--- src/rtl/sevenseg_scan_ctrl_pkg.sv ---
// ---------------------------------------------------------------------------
// sevenseg_scan_ctrl_pkg
//
// Shared constants for the seven-segment scan controller:
//   - NUM_DIGITS : number of digit positions on the display
//   - SEG_0..SEG_F, SEG_OFF : active-high glyphs, bit order {g,f,e,d,c,b,a}
//   - digit_onehot() : digit index to active-high one-hot anode vector
// ---------------------------------------------------------------------------
package sevenseg_scan_ctrl_pkg;

    localparam int NUM_DIGITS = 4;

    // Glyphs are active-high here; the top applies board polarity.
    localparam logic [6:0] SEG_0   = 7'b0111111;
    localparam logic [6:0] SEG_1   = 7'b0000110;
    localparam logic [6:0] SEG_2   = 7'b1011011;
    localparam logic [6:0] SEG_3   = 7'b1001111;
    localparam logic [6:0] SEG_4   = 7'b1100110;
    localparam logic [6:0] SEG_5   = 7'b1101101;
    localparam logic [6:0] SEG_6   = 7'b1111101;
    localparam logic [6:0] SEG_7   = 7'b0000111;
    localparam logic [6:0] SEG_8   = 7'b1111111;
    localparam logic [6:0] SEG_9   = 7'b1101111;
    localparam logic [6:0] SEG_A   = 7'b1110111;
    localparam logic [6:0] SEG_B   = 7'b1111100;
    localparam logic [6:0] SEG_C   = 7'b0111001;
    localparam logic [6:0] SEG_D   = 7'b1011110;
    localparam logic [6:0] SEG_E   = 7'b1111001;
    localparam logic [6:0] SEG_F   = 7'b1110001;
    localparam logic [6:0] SEG_OFF = 7'b0000000;

    function automatic logic [NUM_DIGITS-1:0] digit_onehot(input logic [1:0] sel);
        logic [NUM_DIGITS-1:0] oh;
        oh      = '0;
        oh[sel] = 1'b1;
        return oh;
    endfunction

endpackage

--- src/rtl/sevenseg_scan_ctrl_if.sv ---
// ---------------------------------------------------------------------------
// sevenseg_scan_ctrl_if
//
// Bundles the host-side load path and the display-side outputs.
//   master : host / testbench (drives load, data, blank_lz)
//   slave  : sevenseg_scan_ctrl (drives update_pending, digit_sel, nibble,
//            an, seg, frame_done)
//
// Handshake: load is a one-cycle strobe with no ready. The controller
// accepts data on every cycle load is high; a second load before the
// next frame boundary simply replaces the pending value. update_pending
// tells the host whether the last loaded value is still waiting.
// ---------------------------------------------------------------------------
interface sevenseg_scan_ctrl_if #(
    parameter int WIDTH = 4
);
    import sevenseg_scan_ctrl_pkg::*;

    logic                        load;
    logic [WIDTH*NUM_DIGITS-1:0] data;
    logic                        blank_lz;
    logic                        update_pending;
    logic [1:0]                  digit_sel;
    logic [WIDTH-1:0]            nibble;
    logic [NUM_DIGITS-1:0]       an;
    logic [6:0]                  seg;
    logic                        frame_done;

    modport master (
        output load, data, blank_lz,
        input  update_pending, digit_sel, nibble, an, seg, frame_done
    );

    modport slave (
        input  load, data, blank_lz,
        output update_pending, digit_sel, nibble, an, seg, frame_done
    );

endinterface

--- src/rtl/sevenseg_scan_ctrl_hex_to_sevenseg.sv ---
// ---------------------------------------------------------------------------
// hex_to_sevenseg
//
// Combinational 4-bit hex to seven-segment decoder, active-high output.
//   hex : nibble value 0..F
//   seg : segments {g,f,e,d,c,b,a}, 1 = lit
// ---------------------------------------------------------------------------
module hex_to_sevenseg
    import sevenseg_scan_ctrl_pkg::*;
(
    input  logic [3:0] hex,
    output logic [6:0] seg
);

    always_comb begin
        seg = SEG_OFF;
        case (hex)
            4'h0: seg = SEG_0;
            4'h1: seg = SEG_1;
            4'h2: seg = SEG_2;
            4'h3: seg = SEG_3;
            4'h4: seg = SEG_4;
            4'h5: seg = SEG_5;
            4'h6: seg = SEG_6;
            4'h7: seg = SEG_7;
            4'h8: seg = SEG_8;
            4'h9: seg = SEG_9;
            4'hA: seg = SEG_A;
            4'hB: seg = SEG_B;
            4'hC: seg = SEG_C;
            4'hD: seg = SEG_D;
            4'hE: seg = SEG_E;
            4'hF: seg = SEG_F;
            default: seg = SEG_OFF;
        endcase
    end

endmodule

--- src/rtl/sevenseg_scan_ctrl.sv ---
// ---------------------------------------------------------------------------
// sevenseg_scan_ctrl
//
// Time-multiplexed driver for a 4-digit seven-segment display. A prescaler
// defines the digit slot length; each slot drives one digit. Loaded values
// sit in a pending buffer and are committed to the display register only at
// a frame boundary (last slot of digit 3 ending), so a frame never tears.
//
// Ports:
//   clk, reset : clock, synchronous active-high reset
//   bus        : sevenseg_scan_ctrl_if.slave
//                in : load, data, blank_lz
//                out: update_pending, digit_sel, nibble, an, seg, frame_done
// ---------------------------------------------------------------------------
module sevenseg_scan_ctrl
    import sevenseg_scan_ctrl_pkg::*;
#(
    parameter int WIDTH      = 4,
    parameter int DIGITS     = NUM_DIGITS,
    parameter int PRESCALE   = 50000,
    parameter int ACTIVE_LOW = 1
) (
    input  logic                 clk,
    input  logic                 reset,
    sevenseg_scan_ctrl_if.slave  bus
);

    localparam int              DATA_W   = WIDTH * DIGITS;
    localparam int              CNT_W    = $clog2(PRESCALE);
    localparam logic [CNT_W-1:0] CNT_LAST = CNT_W'(PRESCALE - 1);
    localparam logic [1:0]      DIG_LAST = 2'(DIGITS - 1);
    localparam bit              INVERT   = (ACTIVE_LOW != 0);
    localparam logic [NUM_DIGITS-1:0] AN_IDLE  = INVERT ? '1 : '0;
    localparam logic [6:0]      SEG_IDLE = INVERT ? ~SEG_OFF : SEG_OFF;

    // Scan state
    logic [CNT_W-1:0]      cnt_q;
    logic [1:0]            dig_q;
    logic                  tick;
    logic                  boundary;
    logic [1:0]            dig_nxt;

    // Buffers
    logic [DATA_W-1:0]     pend_q;
    logic [DATA_W-1:0]     disp_q;
    logic [DATA_W-1:0]     disp_nxt;
    logic                  up_q;
    logic                  fd_q;

    // Output path
    logic                  refresh_q;
    logic [DIGITS-1:0]     zero_from;
    logic                  blank;
    logic [WIDTH-1:0]      nib_nxt;
    logic [6:0]            glyph;
    logic [6:0]            seg_act;
    logic [NUM_DIGITS-1:0] an_act;
    logic [WIDTH-1:0]      nib_q;
    logic [NUM_DIGITS-1:0] an_q;
    logic [6:0]            seg_q;

    // -----------------------------------------------------------------------
    // Slot timing and next-state of the display register
    // -----------------------------------------------------------------------
    always_comb begin
        tick     = (cnt_q == CNT_LAST);
        boundary = tick && (dig_q == DIG_LAST);

        dig_nxt = dig_q;
        if (tick) begin
            dig_nxt = (dig_q == DIG_LAST) ? 2'd0 : dig_q + 2'd1;
        end

        // A load landing exactly on the boundary bypasses the pending
        // buffer so the new value is shown without a one-frame delay.
        disp_nxt = disp_q;
        if (boundary) begin
            if (bus.load) begin
                disp_nxt = bus.data;
            end else if (up_q) begin
                disp_nxt = pend_q;
            end
        end
    end

    always_ff @(posedge clk) begin
        if (reset) begin
            cnt_q <= '0;
            dig_q <= 2'd0;
        end else begin
            cnt_q <= tick ? '0 : cnt_q + 1'b1;
            dig_q <= dig_nxt;
        end
    end

    always_ff @(posedge clk) begin
        if (reset) begin
            pend_q <= '0;
            disp_q <= '0;
            up_q   <= 1'b0;
            fd_q   <= 1'b0;
        end else begin
            if (bus.load) begin
                pend_q <= bus.data;
            end
            disp_q <= disp_nxt;
            if (boundary) begin
                up_q <= 1'b0;
            end else if (bus.load) begin
                up_q <= 1'b1;
            end
            fd_q <= boundary;
        end
    end

    // -----------------------------------------------------------------------
    // Next-slot output computation
    // -----------------------------------------------------------------------
    // zero_from[k] is set when nibbles k..top of the next display are zero.
    always_comb begin
        zero_from = '0;
        zero_from[DIGITS-1] = (disp_nxt[(DIGITS-1)*WIDTH +: WIDTH] == '0);
        for (int k = DIGITS - 2; k >= 0; k--) begin
            zero_from[k] = zero_from[k+1] && (disp_nxt[k*WIDTH +: WIDTH] == '0);
        end
    end

    always_comb begin
        nib_nxt = disp_nxt[int'(dig_nxt)*WIDTH +: WIDTH];
        blank   = bus.blank_lz && (dig_nxt != 2'd0) && zero_from[dig_nxt];
        seg_act = blank ? SEG_OFF : glyph;
        an_act  = digit_onehot(dig_nxt);
    end

    hex_to_sevenseg u_hex (
        .hex (nib_nxt[3:0]),
        .seg (glyph)
    );

    // Outputs are only reloaded at slot starts, which keeps them in step
    // with digit_sel and means blank_lz changes wait for the next slot.
    // refresh_q forces one reload right after reset so digit 0 lights
    // immediately instead of after the first full slot.
    always_ff @(posedge clk) begin
        if (reset) begin
            refresh_q <= 1'b1;
            nib_q     <= '0;
            an_q      <= AN_IDLE;
            seg_q     <= SEG_IDLE;
        end else begin
            refresh_q <= 1'b0;
            if (tick || refresh_q) begin
                nib_q <= nib_nxt;
                an_q  <= INVERT ? ~an_act  : an_act;
                seg_q <= INVERT ? ~seg_act : seg_act;
            end
        end
    end

    assign bus.update_pending = up_q;
    assign bus.digit_sel      = dig_q;
    assign bus.nibble         = nib_q;
    assign bus.an             = an_q;
    assign bus.seg            = seg_q;
    assign bus.frame_done     = fd_q;

endmodule
--- src/flat_wrapper.sv ---
// flat-port wrapper written by rule: the top's interface ports become plain ports
module sevenseg_scan_ctrl_flat import sevenseg_scan_ctrl_pkg::*;
#(
    parameter int WIDTH      = 4,
    parameter int DIGITS     = NUM_DIGITS,
    parameter int PRESCALE   = 50000,
    parameter int ACTIVE_LOW = 1
)
  (clk, reset, bus_load, bus_data, bus_blank_lz, bus_update_pending, bus_digit_sel, bus_nibble, bus_an, bus_seg, bus_frame_done);
  sevenseg_scan_ctrl_if #(.WIDTH(WIDTH)) bus_i ();
  input  logic clk;
  input  logic reset;
  input wire logic [$bits(bus_i.load)-1:0] bus_load;
  input wire logic [$bits(bus_i.data)-1:0] bus_data;
  input wire logic [$bits(bus_i.blank_lz)-1:0] bus_blank_lz;
  output wire logic [$bits(bus_i.update_pending)-1:0] bus_update_pending;
  output wire logic [$bits(bus_i.digit_sel)-1:0] bus_digit_sel;
  output wire logic [$bits(bus_i.nibble)-1:0] bus_nibble;
  output wire logic [$bits(bus_i.an)-1:0] bus_an;
  output wire logic [$bits(bus_i.seg)-1:0] bus_seg;
  output wire logic [$bits(bus_i.frame_done)-1:0] bus_frame_done;
  assign bus_i.load = bus_load;
  assign bus_i.data = bus_data;
  assign bus_i.blank_lz = bus_blank_lz;
  assign bus_update_pending = bus_i.update_pending;
  assign bus_digit_sel = bus_i.digit_sel;
  assign bus_nibble = bus_i.nibble;
  assign bus_an = bus_i.an;
  assign bus_seg = bus_i.seg;
  assign bus_frame_done = bus_i.frame_done;
  sevenseg_scan_ctrl #(.WIDTH(WIDTH), .DIGITS(DIGITS), .PRESCALE(PRESCALE), .ACTIVE_LOW(ACTIVE_LOW)) u_core (.clk(clk), .reset(reset), .bus(bus_i));
endmodule
--- config.mk ---
export PLATFORM = sky130hd
export DESIGN_NAME = sevenseg_scan_ctrl_flat
export DESIGN_NICKNAME = d
export VERILOG_FILES = /design/src/rtl/sevenseg_scan_ctrl_pkg.sv /design/src/rtl/sevenseg_scan_ctrl_if.sv /design/src/rtl/sevenseg_scan_ctrl_hex_to_sevenseg.sv /design/src/rtl/sevenseg_scan_ctrl.sv /design/src/flat_wrapper.sv
export SDC_FILE = /design/constraint.sdc
export NUM_CORES = 1
export LEC_CHECK = 0
export ABC_AREA = 1
export CAP_MARGIN = 20
export CORE_ASPECT_RATIO = 1.4
export CORE_MARGIN = 2
export CORE_UTILIZATION = 45
export CTS_CLUSTER_DIAMETER = 200
export DETAILED_ROUTE_END_ITERATION = 8
export PLACE_DENSITY = 0.77
export SYNTH_ARGS = -nofsm -noshare
export SYNTH_HDL_FRONTEND = slang
export SYNTH_SLANG_ARGS = --single-unit
--- constraint.sdc ---
create_clock -name clk -period 2.54 [get_ports clk]
set_input_delay 0.381 -clock clk [delete_from_list [all_inputs] [get_ports clk]]
set_output_delay 0.381 -clock clk [all_outputs]
set_load 0.05 [all_outputs]
-- Word level (Yosys, flattened, before mapping)
Memories as Yosys holds them, arrays and structs flattened.
Index checks and enable logic that the tools add are counted.
- add/sub/neg operators: 2
- multiply operators: 0
- div/mod/pow operators: 0
- order comparisons: 2
- eq/ne operators: 2
- shifts and indexed selects: 1
- multiplexer cells: 11
- bitwise operators: 2
- reductions and logical operators: 15
- operators with widths (cell ; number):
    $mux 16 ; 3
    $add 16x1->16 const B ; 1
    $eq 16x16->1 const B ; 1
    $logic_not 4->1 ; 4
    $shiftx 16x5->4 ; 1
    $logic_and 1x1->1 ; 7
    $mux 7 ; 1
    $not 7->7 ; 1
    $mux 2 ; 2
    $not 4->4 ; 1
    $reduce_or 2->1 ; 2
    $lt 2x3->1 const B ; 1
    $mux 1 ; 3
    $add 2x1->2 const B ; 1
    $bmux 1 s2 ; 1
    $demux 1 s2 ; 1
    $eq 2x2->1 const B ; 1
    $ge 2x1->1 const B ; 1
    $reduce_bool 2->1 ; 1
    $logic_or 1x1->1 ; 1
- register bits after elaboration: 68
- latch bits: 0
- RAM bits: 0
- bits in read-only memories: 112
- input port bits: 20
- output and inout port bits: 19
- logic and storage cells: 46
- memories kept: 1
- memories (name ; depth ; bits a word ; read ports ; clocked after Yosys merged registers in ; wr ports ; RTL line ; text):
    (no name shown) ; 16 ; 7 ; 1 ; 0 ; 0 ; sevenseg_scan_ctrl_hex_to_sevenseg.sv:17 ; case (hex)

-- Longest topological paths before layout
Gate-level depths: netlist of the first run.
- depth in word-level cells: 12
- mapped depth: 20
- mapped depth without buffers: 19

-- Hierarchy
A second synthesis of the first run with hierarchy kept.
- cells, all modules: 525
- area total of the unflattened synthesis: 3489.6 um2
- modules (own cells, without submodules) (module ; times used ; cells an instance ; area each (um2)):
    sevenseg_scan_ctrl ; 1 ; 473 ; 3219.3
    hex_to_sevenseg ; 1 ; 52 ; 270.3

-- Least setup slack after synthesis of the first run
No wires, ideal clock.
- path kind: reg2reg
- start point: register u_core.up_q (netlist: u_core.bus.update_pending)
- end point: register u_core.seg_q[1] (netlist: u_core.bus.seg[1])
- library setup time: 0.112 ns
- data arrival time: 2.474 ns
- data required time: 2.428 ns
- slack: -0.047 ns
- stages on the path, launching flop included: 18
- path buffers: 2
- cell sequence: dfxtp_1 buf_2 inv_2 buf_6 nand2_1 nand2_1 a21boi_0 nor2_4 o21ai_2 nand2_1 nor2_2 ha_1 nand2_1 nor2_1 nor2_1 nand2_1 nand2_1 nand2_1
- longest elaborated chain between the ends: 12
- elaborated cells between the ends (all ways): 17
- those cells by class: shift (1); mux (6); bitwise (1); reduce/logical (8); memory (1)
- RTL lines (what ; RTL line ; text):
    from (decl) ; sevenseg_scan_ctrl.sv:47 ; logic up_q;
    from (signal assigned) ; sevenseg_scan_ctrl.sv:100 ; up_q <= 1'b0;
    from (signal assigned) ; sevenseg_scan_ctrl.sv:108 ; up_q <= 1'b0;
    from (signal assigned) ; sevenseg_scan_ctrl.sv:110 ; up_q <= 1'b1;
    $mux 16 * ; sevenseg_scan_ctrl.sv:80 ; end else if (up_q) begin
    $mux 16 * ; sevenseg_scan_ctrl.sv:78 ; if (bus.load) begin
    $mux 16 * ; sevenseg_scan_ctrl.sv:77 ; if (boundary) begin
    branches (longest 7 deep; another with $mem_v2 16x7) ; n/a ;
    $mux 7 * ; sevenseg_scan_ctrl.sv:131 ; seg_act = blank ? SEG_OFF : glyph;
    $not 7->7 * ; sevenseg_scan_ctrl.sv:155 ; seg_q <= INVERT ? ~seg_act : seg_act;
    to (signal assigned) ; sevenseg_scan_ctrl.sv:155 ;
    to (decl) ; sevenseg_scan_ctrl.sv:60 ; logic [6:0] seg_q;
Every way passes the cells marked *. The select of a mux whose other input is x is not followed.
A chain may end at the register's enable or synchronous reset.

-- Final worst setup path of the first run
- start point: register u_core.cnt_q[0]
- end point: register u_core.seg_q[5] (netlist: u_core.bus.seg[5])
- longest elaborated chain between the ends: 12
- elaborated cells between the ends (all ways): 21
- those cells by class: eq/ne (1); shift (1); mux (5); bitwise (1); reduce/logical (12); memory (1)
- RTL lines (what ; RTL line ; text):
    from (decl) ; sevenseg_scan_ctrl.sv:37 ; logic [CNT_W-1:0] cnt_q;
    from (signal assigned) ; sevenseg_scan_ctrl.sv:91 ; cnt_q <= tick ? '0 : cnt_q + 1'b1;
    $eq 16x16->1 * ; sevenseg_scan_ctrl.sv:66 ; tick = (cnt_q == CNT_LAST);
    branches (longest 11 deep; another with $mem_v2 16x7) ; n/a ;
Marks and branches as above.

==> results.json, run 1 <==
{
  "hold_depth": 1,
  "fin_skew_ns": 0.003138,
  "critPathLaunchType": "flop",
  "htreeDepth": 3,
  "finalHoldViolations": 0,
  "placed_area_um2": 4533,
  "leakage_nw": 2.260,
  "diodes": 0,
  "yosysMostFrequentCell": "nand2_1",
  "ys_warn_count": 0,
  "netlist_top_cells_area": "dfxtp_1 35%, nand2_1 22%, nor2_1 4.3%",
  "fp-row-count": 40,
  "multi_input_area_um2": 2330,
  "worstMarginPinSlew_ns": 0.5673,
  "tns_ns": 0,
  "nFillCells": 786,
  "holdBufCountCts": 0,
  "start_util_pct": 45.74,
  "synth_top_cell_by_area": "dfxtp_1",
  "clock_latency_ns": 0.33,
  "cts_buffers": 9,
  "routed_wl_um": 9791,
  "power_density_nw_per_um2": 524.8,
  "antenna_found_initial": 0,
  "cts.clk_slew.worst_paths_ns": 0.06,
  "initialDrtViolationCount": 270,
  "postRouteAntennaNets": 0,
  "cts_buffer_depth": 2,
  "grt_use_met2_pct": 39.46,
  "grt_pass1_vias": 3717,
  "rsz0062_at_grt": "yes",
  "dieArea_um2": 9417,
  "netlist.area_leader.share_pct": 34.98,
  "fmax_mhz": 414.3,
  "cts-root-buf": "clkbuf_16",
  "die_h_um": 114.0,
  "r2r_cells": 19,
  "route.detailed.wl_per_inst_um": 12.97,
  "required_ns": 2.82,
  "hold_slack_ns": 0.4478,
  "top_usage_layer": "met2",
  "io_pins": 39,
  "fin_nets": 673,
  "end_kind": "flop",
  "synth_edf_count": 0,
  "cts_tree": "done",
  "synth_commonest_cells": "225 x nand2_1, 68 x dfxtp_1, 45 x nor2_1",
  "cp.arrival_ns": 2.69,
  "pre_cts_ws_ns": -0.07717,
  "synth_cell_types": 37,
  "holdCritPathClass": "reg -> reg",
  "drtPass1Iterations": 4,
  "met3_usage_pct": 4.193,
  "slew_headroom_pct": 62.09,
  "grt_overflow": 0,
  "die_x_um": 82.59,
  "finalWorstSetupSlack_ns": 0.1260,
  "slowest_stage": "dfxtp_2",
  "place_hpwl_um": 7075,
  "min_period_over_period_pct": 95.04,
  "ys_async_sr_fraction_pct": 0,
  "setup-violations-final": 0,
  "seq_area_um2": 1369,
  "design.core.area_um2": 8508,
  "netlist_instances": 580,
  "syn-cell-area_um2": 3891,
  "critPathMaxFanout": 7,
  "peakVddDrop_v": 0.0004007,
  "track_usage_pct": 21.95,
  "drive_gt1_share_pct": 19.23,
  "worstPathCellList": "ha_4 > nand2_1 > nor2_4 > nand3_2 > nor2_4 > buf_4 > buf_4 > nand3_1 > nand2_1 > nand2_1 > nand2_1 > nand2_1 > nand2_1 > nand3_1 > nand2_1 > inv_2 > nand2_1 > nand2_1 > nand2_1",
  "gp_congestion": 0.9372,
  "slowest_delay_ns": 0.36,
  "grt_util_met1_pct": 23.29,
  "final_area_um2": 4985,
  "port_buffers": 38,
  "routed_via_density": 5.123,
  "status": "complete, no violations",
  "synth_seq_cells": 68,
  "synth_fp_nets": 608,
  "fin_crit_ns": 2.414,
  "maxCapViolCount": 0,
  "clock-sinks": 68,
  "crit_type": "reg -> reg",
  "grt_max_degree": 37,
  "synth.avg_cell_area_um2": 6.709,
  "slew_violations": 0,
  "synth_ff_type": "dfxtp_1",
  "power.total_mw": 2.616,
  "drc": 0,
  "vias": 3868,
  "grt_pass1_wl_um": 16080,
  "area_growth_pct": 28.10,
  "crit_top_cell": "nand2_1",
  "ys_seq_area_share_pct": 34.98
}
## stage by stage
step | utilization, % | cells
after floorplan | - | 580
after global placement | 53.28 | 732
after detailed placement | 53.28 | 732
after CTS | 56.75 | 748
after global routing | 58.59 | 755
final | 58.59 | 755
## cells in the final DEF (no fill, tap or decap), types with 3 or more instances in the layout
cell / n
clkinv_2: 3
ha_1: 6
dfxtp_1: 62
nand3_4: 3
nand4_1: 3
clkinvlp_4: 3
a21oi_1: 30
o21ai_1: 4
nor3b_1: 3
dfxtp_2: 6
nor2_2: 5
nor3_1: 7
nand3_2: 8
buf_4: 31
clkdlybuf4s50_1: 38
nand2_1: 224
nor2_1: 44
xor2_1: 3
nand2_2: 14
o21ai_0: 6
inv_2: 6
nand3b_1: 3
nand2_4: 5
nand3_1: 29
nor2_4: 18
clkbuf_16: 9
a21boi_0: 5
inv_1: 43
o211ai_1: 8
o21ai_2: 4
## final timing paths
path,startpoint,endpoint,slack (ns)
hold reg to reg,u_core.cnt_q[0]$_SDFF_PP0_,u_core.cnt_q[0]$_SDFF_PP0_,0.45
setup reg to reg,u_core.cnt_q[0]$_SDFF_PP0_,u_core.bus.seg[5]$_SDFFE_PP1P_,0.13
setup / recovery,u_core.cnt_q[0]$_SDFF_PP0_,u_core.bus.seg[5]$_SDFFE_PP1P_,0.13
hold / removal,u_core.cnt_q[0]$_SDFF_PP0_,u_core.cnt_q[0]$_SDFF_PP0_,0.45
## cell families (layout without fill, tap and decap cells)
| group | count (synthesis) | count (layout) | synth area share [%] |
|---|---|---|---|
| simple gates | 369 | 370 | 45.02 |
| xor+xnor | 3 | 3 | 0.6754 |
| compound gates | 61 | 61 | 9.196 |
| buf+inv | 71 | 140 | 7.556 |
| flops | 68 | 68 | 34.98 |
| fa+ha+maj | 8 | 8 | 2.572 |
## layout make-up
| class | instances | area share [%] |
|---|---|---|
| Multi-Input combinational cell | 442 | 46.74 |
| Sequential cell | 68 | 27.46 |
| Timing Repair Buffer | 72 | 13.33 |
| Clock buffer | 9 | 4.518 |
| Inverter | 52 | 3.966 |
| Tap cell | 105 | 2.636 |
| Clock inverter | 7 | 1.355 |
## routing by layer
layer  share of wire, %  vias to the layer above
met3                3.3                       26
met2                 55                       85
met4                3.3                        0
met1                 39                     1796
li1                   -                     1961
met5                  0                        -
## power by group
part	switching [mW]	internal, mW
logic	0.153	0.102
registers	0.0221	1.10
clock network	0.483	0.754
## repair_timing
action                     4_1_cts  5_1_grt
gates resized for setup          1       21
buffers inserted                 0        6
setup endpoints to repair        1        7
cloned                           0        1
pin swaps                        0        8
## state kept, by name, indices dropped and copies added (netlist names)
signal                     flops
u_core.cnt_q                  16
u_core.bus.update_pending      1
u_core.refresh_q               1
u_core.bus.digit_sel           2
u_core.bus.an                  4
u_core.bus.frame_done          1
u_core.pend_q                 16
u_core.bus.seg                 7
u_core.bus.nibble              4
u_core.disp_q                 16
## critical path: cells and delay by family, from the launching register on
family | cells | cell delay (ns)
AND/OR/NAND/NOR | 15 | 1.54
buffers and inverters | 3 | 0.30
adder cells (fa/ha/maj) | 1 | 0.16
flip-flops | 1 | 0.36
Power figures use the tool's default switching activity.
==> inputs of run 2 (changes only) <==
--- a/config.mk
+++ b/config.mk
@@ -13,6 +13,7 @@
 export CTS_CLUSTER_DIAMETER = 200
 export DETAILED_ROUTE_END_ITERATION = 8
 export PLACE_DENSITY = 0.77
+export REMOVE_ABC_BUFFERS = 1
 export SYNTH_ARGS = -nofsm -noshare
 export SYNTH_HDL_FRONTEND = slang
 export SYNTH_SLANG_ARGS = --single-unit
==> results.json, run 2 (synthesis results as in run 1) <==
{
  "postRouteAntennaNets": 0,
  "worstPathCellList": "ha_4 > nand3_4 > nor2_4 > nand3_4 > buf_4 > o21ai_2 > nand2_1 > nand2_1 > nor2_4 > ha_1 > inv_1 > nand3_1 > nand3_1 > nand3_1 > nand2_1 > nand2_1",
  "min_period_over_period_pct": 92.83,
  "layout_common_cells": "223 x nand2_1, 66 x dfxtp_1, 42 x inv_1, 42 x nor2_1",
  "route.detailed.wl_per_inst_um": 12.09,
  "fmax_mhz": 424.1,
  "cp.arrival_ns": 2.59,
  "peakVddDrop_v": 0.0003762,
  "hold_depth": 2,
  "grt_util_met1_pct": 23.08,
  "status": "complete, no violations",
  "grt_pass1_wl_um": 15530,
  "r2r_start": "u_core.cnt_q[1]$_SDFF_PP0_",
  "fin_skew_ns": 0.002649,
  "finish.utilization_pct": 58.00,
  "critPathLaunchType": "flop",
  "r2r_cells": 16,
  "cts_tree": "done",
  "cts_buffer_depth": 2,
  "path_depth": 16,
  "dieArea_um2": 9417,
  "crit_top_cell": "nand2_1",
  "power_density_nw_per_um2": 503.4,
  "grt_overflow": 0,
  "grt_max_degree": 37,
  "cts_buffers": 9,
  "worstMarginPinSlew_ns": 0.5600,
  "critPathMaxFanout": 7,
  "drtPass1Iterations": 4,
  "design.core.area_um2": 8508,
  "drive_gt1_share_pct": 18.87,
  "fin_crit_ns": 2.358,
  "routed_via_density": 4.959,
  "slew_headroom_pct": 62.58,
  "leakage_nw": 2.253,
  "hold_start": "u_core.pend_q[7]$_SDFFE_PP0P_",
  "final_cells": 757,
  "drc": 0,
  "slowest_stage": "dfxtp_2",
  "path_buf_inv": 2,
  "diodes": 0,
  "crit_type": "reg -> reg",
  "setup-violations-final": 0,
  "holdCritPathClass": "reg -> reg",
  "routed_wl_um": 9149,
  "fp-row-count": 40,
  "slew_violations": 0,
  "startpoint": "u_core.cnt_q[1]$_SDFF_PP0_",
  "met3_usage_pct": 3.718,
  "top_regs": "u_core.cnt_q x16, u_core.disp_q x16, u_core.pend_q x16",
  "top_usage_layer": "met2",
  "grt_use_met2_pct": 36.56,
  "path_delay_family": "simple AND/OR/NAND/NOR gates",
  "placedCellCount": 735,
  "hold_slack_ns": 0.4594,
  "initialDrtViolationCount": 179,
  "port_buffers": 38,
  "finalHoldViolations": 0,
  "clock-sinks": 68,
  "io_pins": 39,
  "required_ns": 2.77,
  "area_growth_pct": 26.82,
  "gp_congestion": 0.9957,
  "antenna_found_initial": 0,
  "maxCapViolCount": 0,
  "end_kind": "flop",
  "start_util_pct": 45.74,
  "fin_nets": 677,
  "track_usage_pct": 21.00,
  "die_h_um": 114.0,
  "cts.clk_slew.worst_paths_ns": 0.05,
  "place_hpwl_um": 6728,
  "rsz0062_at_grt": "no",
  "htreeDepth": 3,
  "slowest_delay_ns": 0.35,
  "die_x_um": 82.59,
  "vias": 3754,
  "clock_latency_ns": 0.34,
  "final_common_cell": "nand2_1",
  "cts-root-buf": "clkbuf_16",
  "grt_pass1_vias": 3697
}
==> run 2: final cells by class <==
class / count / area (µm²)
clock buffer: 11 / 242.7
clock inverter: 3 / 15.01
fill: 803 / 3573
inverter: 52 / 197.7
multi-input combinational: 442 / 2318
sequential: 68 / 1364
tap: 105 / 131.4
timing repair buffer: 76 / 665.6
==> run 2: timing repair <==
action,CTS,global route
hold buffers,0,0
buffers inserted,0,7
gates resized for setup,0,20
setup endpoints to repair,0,7
==> run 2: power breakdown <==
| group | internal (mW) | switching [mW] | total, mW |
|---|---|---|---|
| Sequential | 1.10 | 0.0207 | 1.12 |
| Clock | 0.670 | 0.436 | 1.11 |
| Combinational | 0.104 | 0.150 | 0.254 |
| Total | 1.88 | 0.607 | 2.48 |
==> run 2: final timing paths <==
kind | endpoint | slack, ns
setup reg to reg | u_core.bus.seg[3]$_SDFFE_PP1P_ | 0.18
setup / recovery | u_core.bus.seg[3]$_SDFFE_PP1P_ | 0.18
hold / removal | u_core.pend_q[7]$_SDFFE_PP0P_ | 0.46
hold reg to reg | u_core.pend_q[7]$_SDFFE_PP0P_ | 0.46
==> run 2: layer usage <==
layer	share of wire, %	vias to the layer above
met1	42	1684
met5	0	-
li1	-	1954
met4	4.1	0
met3	3.1	31
met2	51	85
==> run 2: worst reg2reg max path: stages (launching register included) <==
cell and delay, ns:
dfxtp_2 0.35, ha_4 0.16, nand3_4 0.13, nor2_4 0.19, nand3_4 0.16, buf_4 0.18, o21ai_2 0.14, nand2_1 0.06
nand2_1 0.11, nor2_4 0.06, ha_1 0.22, inv_1 0.08, nand3_1 0.08, nand3_1 0.12, nand3_1 0.09, nand2_1 0.06
nand2_1 0.05
==> run 2: stage by stage <==
step	worst slack (ns)	power [mW]	setup TNS [ns]	instance area, µm²
after global placement	-0.008690	1.391	-0.01079	4539
after detailed placement	-0.06790	1.397	-0.2317	4539
final	0.1820	2.484	0	4935
after CTS	0.009393	2.501	0	4797
after floorplan	-0.2155	1.278	-1.135	3795
after global routing	0.0005109	2.572	0	4935
